## src/rtl/ffa_if.sv

```systemverilog
// ffa_if: request/response bundle for the GF(2^255-19) modular adder.
//   start  : request strobe, sampled by the adder only while it is idle
//   a, b   : 255-bit canonical addends
//   result : (a + b) mod P, held until the next completion
//   valid  : one-cycle completion pulse
//   busy   : operation in flight
// master = requester (sequencer / bench), slave = the adder.
interface ffa_if;
  logic         start;
  logic [254:0] a;
  logic [254:0] b;
  logic [254:0] result;
  logic         valid;
  logic         busy;

  modport master (output start, output a, output b,
                  input  result, input valid, input busy);
  modport slave  (input  start, input a, input b,
                  output result, output valid, output busy);
endinterface

```

## src/rtl/ffa.sv

```systemverilog
// ffa: sequential modular adder over GF(P), P = 2^255 - 19.
// Computes (a + b) mod P one LIMB_W-bit limb per cycle, least-significant
// limb first. A sum chain (a + b) and a trial-reduction chain (sum - P) run
// side by side; the final borrow of the trial chain picks which one is the
// reduced result. Latency is NL = 256/LIMB_W cycles from the accepting edge.
// Ports:
//   clk   : rising-edge clock
//   rst_n : asynchronous active-low reset
//   bus   : ffa_if.slave (start/a/b in, result/valid/busy out)
module ffa #(
  parameter int LIMB_W = 64
) (
  input  logic  clk,
  input  logic  rst_n,
  ffa_if.slave  bus
);

  localparam int NL = 256 / LIMB_W;
  localparam int IW = (NL > 1) ? $clog2(NL) : 1;
  localparam logic [IW-1:0] LAST_IDX = IW'(NL - 1);
  localparam logic [255:0]  P_C = (256'd1 << 255) - 256'd19;

  typedef enum logic {
    IDLE = 1'b0,
    RUN  = 1'b1
  } state_t;

  state_t          state_q, state_d;
  logic [IW-1:0]   idx_q, idx_d;
  logic            carry_q, carry_d;
  logic            borrow_q, borrow_d;
  logic [255:0]    a_q, a_d;
  logic [255:0]    b_q, b_d;
  logic [255:0]    sum_q, sum_d;
  logic [255:0]    diff_q, diff_d;
  logic [254:0]    result_q, result_d;
  logic            valid_q, valid_d;
  logic            busy_q, busy_d;

  logic [8:0]      off_s;
  logic [LIMB_W:0] s_ext_s;
  logic [LIMB_W:0] t_ext_s;

  // Limb datapath: this cycle's sum limb and its trial subtraction of P.
  always_comb begin
    off_s   = 9'(idx_q) * 9'(LIMB_W);
    s_ext_s = {1'b0, a_q[off_s +: LIMB_W]} + {1'b0, b_q[off_s +: LIMB_W]}
            + {{LIMB_W{1'b0}}, carry_q};
    // The subtraction uses the fresh sum limb, not the registered one, so both
    // chains finish on the same edge. Top bit of the result is the borrow-out.
    t_ext_s = {1'b0, s_ext_s[LIMB_W-1:0]} - {1'b0, P_C[off_s +: LIMB_W]}
            - {{LIMB_W{1'b0}}, borrow_q};
  end

  // Next-state and output logic of the IDLE/RUN controller.
  always_comb begin
    state_d  = state_q;
    idx_d    = idx_q;
    carry_d  = carry_q;
    borrow_d = borrow_q;
    a_d      = a_q;
    b_d      = b_q;
    sum_d    = sum_q;
    diff_d   = diff_q;
    result_d = result_q;
    valid_d  = 1'b0;
    busy_d   = busy_q;
    case (state_q)
      IDLE: begin
        if (bus.start) begin
          a_d      = {1'b0, bus.a};
          b_d      = {1'b0, bus.b};
          idx_d    = '0;
          carry_d  = 1'b0;
          borrow_d = 1'b0;
          busy_d   = 1'b1;
          state_d  = RUN;
        end else begin
          state_d  = IDLE;
        end
      end
      RUN: begin
        sum_d[off_s +: LIMB_W]  = s_ext_s[LIMB_W-1:0];
        diff_d[off_s +: LIMB_W] = t_ext_s[LIMB_W-1:0];
        carry_d  = s_ext_s[LIMB_W];
        borrow_d = t_ext_s[LIMB_W];
        idx_d    = idx_q + IW'(1);
        if (idx_q == LAST_IDX) begin
          // No final borrow means sum >= P, so the reduced value is sum - P.
          // The sum carry-out is zero for canonical inputs and is dropped.
          result_d = borrow_d ? sum_d[254:0] : diff_d[254:0];
          valid_d  = 1'b1;
          busy_d   = 1'b0;
          state_d  = IDLE;
        end else begin
          state_d  = RUN;
        end
      end
      default: begin
        busy_d  = 1'b0;
        state_d = IDLE;
      end
    endcase
  end

  // State and datapath registers; reset aborts any operation in flight.
  always_ff @(posedge clk or negedge rst_n) begin
    if (!rst_n) begin
      state_q  <= IDLE;
      idx_q    <= '0;
      carry_q  <= 1'b0;
      borrow_q <= 1'b0;
      a_q      <= 256'd0;
      b_q      <= 256'd0;
      sum_q    <= 256'd0;
      diff_q   <= 256'd0;
      result_q <= 255'd0;
      valid_q  <= 1'b0;
      busy_q   <= 1'b0;
    end else begin
      state_q  <= state_d;
      idx_q    <= idx_d;
      carry_q  <= carry_d;
      borrow_q <= borrow_d;
      a_q      <= a_d;
      b_q      <= b_d;
      sum_q    <= sum_d;
      diff_q   <= diff_d;
      result_q <= result_d;
      valid_q  <= valid_d;
      busy_q   <= busy_d;
    end
  end

  assign bus.result = result_q;
  assign bus.valid  = valid_q;
  assign bus.busy   = busy_q;

endmodule

```

## src/flat_wrapper.sv

```systemverilog
// flat-port wrapper written by rule: the top's interface ports become plain ports
module ffa_flat 
#(
  parameter int LIMB_W = 64
)
  (clk, rst_n, bus_start, bus_a, bus_b, bus_result, bus_valid, bus_busy);
  ffa_if bus_i ();
  input  logic clk;
  input  logic rst_n;
  input wire logic [$bits(bus_i.start)-1:0] bus_start;
  input wire logic [$bits(bus_i.a)-1:0] bus_a;
  input wire logic [$bits(bus_i.b)-1:0] bus_b;
  output wire logic [$bits(bus_i.result)-1:0] bus_result;
  output wire logic [$bits(bus_i.valid)-1:0] bus_valid;
  output wire logic [$bits(bus_i.busy)-1:0] bus_busy;
  assign bus_i.start = bus_start;
  assign bus_i.a = bus_a;
  assign bus_i.b = bus_b;
  assign bus_result = bus_i.result;
  assign bus_valid = bus_i.valid;
  assign bus_busy = bus_i.busy;
  ffa #(.LIMB_W(LIMB_W)) u_core (.clk(clk), .rst_n(rst_n), .bus(bus_i));
endmodule
```

## config.mk

```make
export PLATFORM = sky130hd
export DESIGN_NAME = ffa_flat
export DESIGN_NICKNAME = d
export VERILOG_FILES = /design/src/rtl/ffa_if.sv /design/src/rtl/ffa.sv /design/src/flat_wrapper.sv
export SDC_FILE = /design/constraint.sdc
export NUM_CORES = 2
export LEC_CHECK = 0
export CAP_MARGIN = 0
export CORE_MARGIN = 5
export CORE_UTILIZATION = 49
export CTS_CLUSTER_DIAMETER = 60
export DETAILED_ROUTE_END_ITERATION = 10
export PLACE_DENSITY = 0.71
export SKIP_LAST_GASP = 1
export SLEW_MARGIN = 10
export SYNTH_ARGS = -nofsm -noshare
export SYNTH_HDL_FRONTEND = slang
export SYNTH_SLANG_ARGS = --single-unit
```

## constraint.sdc

```tcl
create_clock -name clk -period 12.3 [get_ports clk]
set_clock_uncertainty 0.2 [all_clocks]
set_input_delay 2.46 -clock clk [delete_from_list [all_inputs] [get_ports clk]]
set_output_delay 2.46 -clock clk [all_outputs]
set_load 0.01 [all_outputs]
```

After elaboration in Yosys (flattened, before gate mapping) --
Cells that the tools add are included.
Word-level totals: register bits after elaboration 1284, input port bits 513
Cells by class: add/sub/neg operators 6, equality and inequality tests 3, shift operators 6, multiplexer cells 16, bitwise operators 1, reductions and logical operators 3
Operators with widths (number):
- 256-bit bitwise mux | 2
- 256-bit by 9-bit indexed part select with 64-bit output | 2
- 64-bit by 11-bit indexed part select with 256-bit output | 2
- 64-bit by 11-bit variable shift with 256-bit output (first input constant) | 1
- 256-bit by 9-bit indexed part select with 64-bit output (first input constant) | 1
- 255-bit two-way mux | 1
- 64-bit by 64-bit adder with 65-bit output | 1
- 65-bit by 1-bit adder with 65-bit output | 1
- 64-bit by 64-bit subtractor with 65-bit output | 1
- 65-bit by 1-bit subtractor with 65-bit output | 1
- 8-bit negation with 11-bit output | 1
- 1-bit one-hot mux with 2 select lines | 4
- 1-bit two-way mux | 7
- 2-bit AND reduction | 3
- 2-bit inequality test (second input constant) | 2
- 2-bit one-hot mux with 2 select lines | 1
- 2-bit by 1-bit adder with 2-bit output (second input constant) | 1
- 2-bit == test (second input constant) | 1
- 2-bit two-way mux | 1
- 1-bit inverter | 1

Longest topological paths before layout --
word-level depth 8, gate-level depth with buffers 31

Worst setup path after synthesis --
Ideal clock, no wire load.
path type register -> register, start register u_core.idx_q[0], end register u_core.result_q[162], in the netlist u_core.bus.result[162], arrival 7.125 ns, required time 11.979 ns, slack 4.854 ns, stages on the path, launching flop included 30, period minus slack after synthesis 7.446 ns, path through dfrtp_1 clkbuf_1 clkbuf_1 buf_1 mux4_2 ha_1 clkbuf_1 and4_1 clkbuf_1 and4bb_1 and3_1 a22o_1 nor3_1 o21a_1 o21ai_1 xor2_1 inv_2 ha_1 clkbuf_1 nand2_1 nor3_1 nand4_1 or4_1 o21ai_2 xor2_1 buf_2 buf_2 buf_2 nand2_1 a22o_1
Between the ends: cells in the longest elaborated chain, start to end 8, elaborated cells on any way between the ends 16, those cells by class add/sub: 5; eq/ne: 1; shift: 6; mux: 3; reduce/logical: 1
RTL lines:
- from (decl) | RTL line ffa.sv:29 | logic [IW-1:0] idx_q, idx_d;
- from (signal assigned) | RTL line ffa.sv:122 | idx_q <= idx_d;
- 256-bit by 9-bit indexed part select with 64-bit output | RTL line ffa.sv:47 | s_ext_s = {1'b0, a_q[off_s +: LIMB_W]} + {1'b0, b_q[off_s +: LIMB_W]}
- 64-bit by 64-bit adder with 65-bit output | RTL line ffa.sv:47
- 65-bit by 1-bit adder with 65-bit output | RTL line ffa.sv:48 | + {{LIMB_W{1'b0}}, carry_q};
- 64-bit by 64-bit subtractor with 65-bit output | RTL line ffa.sv:51 | t_ext_s = {1'b0, s_ext_s[LIMB_W-1:0]} - {1'b0, P_C[off_s +: LIMB_W]}
- 65-bit by 1-bit subtractor with 65-bit output | RTL line ffa.sv:52 | - {{LIMB_W{1'b0}}, borrow_q};
- 64-bit by 11-bit indexed part select with 256-bit output | RTL line ffa.sv:84 | diff_d[off_s +: LIMB_W] = t_ext_s[LIMB_W-1:0];
- 256-bit bitwise mux | RTL line ffa.sv:84
- 255-bit two-way mux | RTL line ffa.sv:91 | result_d = borrow_d ? sum_d[254:0] : diff_d[254:0];
- to (signal assigned) | RTL line ffa.sv:129 | result_q <= result_d;
- to (decl) | RTL line ffa.sv:36 | logic [254:0] result_q, result_d;
Several ways; a longest one is shown, not always the timed one. A chain may end at the register's enable or synchronous reset.

Final worst setup path --
start register u_core.idx_q[1], end register u_core.result_q[114], in the netlist u_core.bus.result[114]
Same word-level chain as after synthesis.

==> results.txt <==
----------------------------------------------------
[Run status]
  Run status ... complete, no violations

[Detailed routing]
  Total number of vias ... 53.8k
  Vias per inst ... 6.36
  Number of detailed-routing iterations run before antenna repair ... 7
  Routed wirelength normalized by instance count ... 27.5 um
  Count of antenna-violating nets left after detailed routing ... 0
  Total DRC errors in the routed layout ... 0
  Routed WL ... 232000 um
  Count of routing violations after the opening detailed-route iteration ... 6977

[Layout]
  Post-layout net count ... 7208
  Post-synthesis to final-layout area growth ... 22.1%
  Sequential cell area ... between 30000 and 40000 um^2
  Multi-input combinational cell area ... around 30000 um^2
  Fraction of layout cells with a size suffix above 1 ... 0.166
  Total of fill cells in the finished design ... between 10k and 15k

[Synthesis]
  Most common flop cell mapped by yosys ... dfrtp_1
  Number of enable-type register cells in the synthesized netlist ... 0
  Synth Register Bits ... 1282
  Most area-consuming cells after synthesis ... dfrtp_1, mux2_2, mux4_2, a21oi_1, nand2_1
  Mean area per synthesized cell ... between 10 and 15 um^2
  Number of distinct library cell variants in the gate-level netlist after synthesis ... 89
  Area of the mapped netlist ... approximately 64000 um^2
  Synthesized netlist cell count ... 6004
  Cell type with the highest aggregate area in the netlist ... dfrtp_1
  Share of the yosys chip area belonging to registers ... 0.499
  FFs w/ async S/R, synth ... 1.00
  Most used standard cells in the synthesized netlist ... dfrtp_1, nand2_1, mux2_2, a21oi_1, nor2_1
  Most frequent cell after synthesis ... dfrtp_1
  YS warnings ... 0
  Net count of the mapped netlist ... around 6.7k
  Share of the synthesized area in the top cell type ... 0.499

[Global route]
  Grt total ovfl ... 0
  Gr usage total ... 0.328
  Layer with the highest usage after global routing ... met2
  Wire length of the first global-routing pass ... 342000 um
  Global-route met2 utilization ... 0.508
  Fraction of met3 tracks used by global routing ... 0.104
  Initial antenna violation count ... 50
  Vias in the first global route ... 53.2k
  Maximum number of pins on one net before global-route repair ... 219
  Global routing usage on met1 ... 0.430

[Floorplanning]
  Die Span Y ... 372 um
  Chip width ... 372 um
  Core Area ... 131000 um^2
  Top Ports ... 770
  DIE AREA ... 139000 um^2
  Initial cell density of the core ... 0.491
  FP Rows ... 133

[STA]
  Final setup vio count ... 0
  Share of the clock period used by the worst path ... 0.855
  Rel. slew slack ... 0.0710
  Pins Over Slew Limit ... 0
  Fmax ... about 95 MHz
  Sum of negative setup slack ... 0 ns
  Final-report hold violation count ... 0
  RSZ-0062 raised after global routing ... no
  Shortest period the worst path allows ... 10.51 ns
  Worst slew pin tran ... 1.38 ns

[Job]
  Count of maximum capacitance violations ... 0

[Critical path]
  Worst setup startpoint ... u_core.idx_q[1]$_DFFE_PN0P_
  Largest incremental delay on the critical path ... roughly 1.1 ns
  Crit path cell chain ... buf_4 > mux4_2 > ha_1 > nand2_1 > nor3_1 > nand4_1 > a211oi_1 > nor3_2 > o21bai_1 > a211oi_1 > xnor2_1 > inv_1 > ha_1 > nand4_1 > nor3_1 > nand4_1 > or4_1 > o21ai_2 > xor2_4 > nand2_1 > buf_4 > a221oi_1 > nor3_1
  Crit end category ... flop
  Critical Setup Path Class ... reg -> reg
  FF-to-FF Start ... u_core.idx_q[1]$_DFFE_PN0P_
  Nature of the critical path startpoint ... flop
  Largest fanout on the critical path ... 55
  Slowest library cell on the worst path ... xnor2_1
  Arrival time reported for the critical path endpoint ... 10.95 ns
  Worst Path Required ... 12.74 ns

[Clocking]
  Buffer count from post-CTS setup fixing ... 0
  TritonCTS clock tree ... yes
  Longest Clk Path Bufs ... 3
  Quantity of gates resized following cts ... 0
  Clock network latency to the later pin of the worst-skew pair ... 0.79 ns
  Clock Root Buffer ... clkbuf_16
  Clock input transition at the sequential cells of the worst setup and hold paths ... 0.06 ns
  Number of buffers added by the clock tree synthesis step ... 143
  Number of sinks driven by the clock tree ... between 1k and 1.5k
  Number of buffers inserted for hold repair after clock tree synthesis ... 0
  H-tree levels ... 4

[Worst hold path]
  Source of the worst hold timing path ... u_core.bus.result[70]$_DFFE_PN0P_
  Worst hold path type ... reg -> reg

[Place]
  Total of buffers placed on input and output ports ... 769
  Half-perimeter wire length after detailed placement ... 163000 um
  Final RePlAce weighted congestion ... 0.941

----------------------------------------------------
## worst max-delay path, delay by kind of cell, from the launching register on
| kind | cells | cell delay (ns) |
|---|---|---|
| simple gates | 10 | 3.05 |
| mux | 1 | 0.50 |
| compound gates | 5 | 1.79 |
| fa+ha+maj | 2 | 1.11 |
| buf+inv | 3 | 1.61 |
| xor+xnor | 2 | 1.29 |
| flops | 1 | 0.73 |
## path summary, 6_finish.rpt
| path | end | slack (ns) | cells past startpoint |
|---|---|---|---|
| worst max-delay path | u_core.bus.result[114]$_DFFE_PN0P_ | 1.79 | 23 |
| worst min register to register | u_core.bus.result[70]$_DFFE_PN0P_ | 0.27 | 2 |
| max in group asynchronous | u_core.a_q[179]$_DFFE_PN0P_ | 8.10 | 3 |
| worst min-delay path | u_core.bus.result[70]$_DFFE_PN0P_ | 0.27 | 2 |
| worst max register to register | u_core.bus.result[114]$_DFFE_PN0P_ | 1.79 | 23 |
| min in group asynchronous | u_core.bus.result[119]$_DFFE_PN0P_ | 1.46 | 1 |
## layer usage
layer	wire length, um	part of all wire
met1	89700	0.39
met3	25500	0.11
met5	219	0.00094
met4	9650	0.042
met2	107000	0.46
## cell families after synthesis
logic type | Yosys count | synth area share
buffers and inverters | 609 | 0.0364
AO/OA/AOI/OAI | 1773 | 0.185
adder cells (fa/ha/maj) | 141 | 0.0278
flip-flops | 1282 | 0.499
XOR/XNOR | 118 | 0.0168
AND/OR/NAND/NOR | 1387 | 0.0918
multiplexers | 694 | 0.143
## layout make-up
class,count,area share
Antenna cell,34,0.00108
Inverter,133,0.00645
Tap cell,1755,0.0280
Timing Repair Buffer,881,0.111
Clock buffer,199,0.0521
Multi-Input combinational cell,4113,0.382
Clock inverter,58,0.0104
Sequential cell,1282,0.409
## registers in the layout (all words and copies together), names as in the netlist
| signal | count |
|---|---|
| u_core.bus.result | 255 |
| u_core.a_q | 255 |
| u_core.idx_q | 2 |
| u_core.borrow_q | 1 |
| u_core.sum_q | 255 |
| u_core.bus.busy | 1 |
| u_core.b_q | 255 |
| u_core.carry_q | 1 |
| u_core.bus.valid | 1 |
| u_core.state_q | 1 |
| u_core.diff_q | 255 |
## metrics by stage
step                      instances  setup slack (ns)  area (um^2)  utilization  hold slack (ns)
after global routing           8447              1.52        78500        0.599            0.284
after global placement         8164              2.07        73500        0.562            0.254
after detailed placement       8164              1.95        73500        0.562            0.258
after floorplan                6004              4.85        64300            -            0.242
after CTS                      8421              1.87        78400        0.599            0.271
final                          8455              1.79        78500        0.600            0.265
## cell usage in the layout (no fill, tap or decap), drive strengths merged, types with 126 or more instances in the layout
master and n:
a21oi 521, a221oi 162, a22oi 228, clkbuf 199, clkdlybuf4s50 768, dfrtp 1282
ha 138, inv 138, mux2 552, mux4 126, nand2 587, nor2 478
o21ai 308
Power is not shown: default switching activity piles up to over one toggle a cycle in this logic, so the estimate is an artifact.
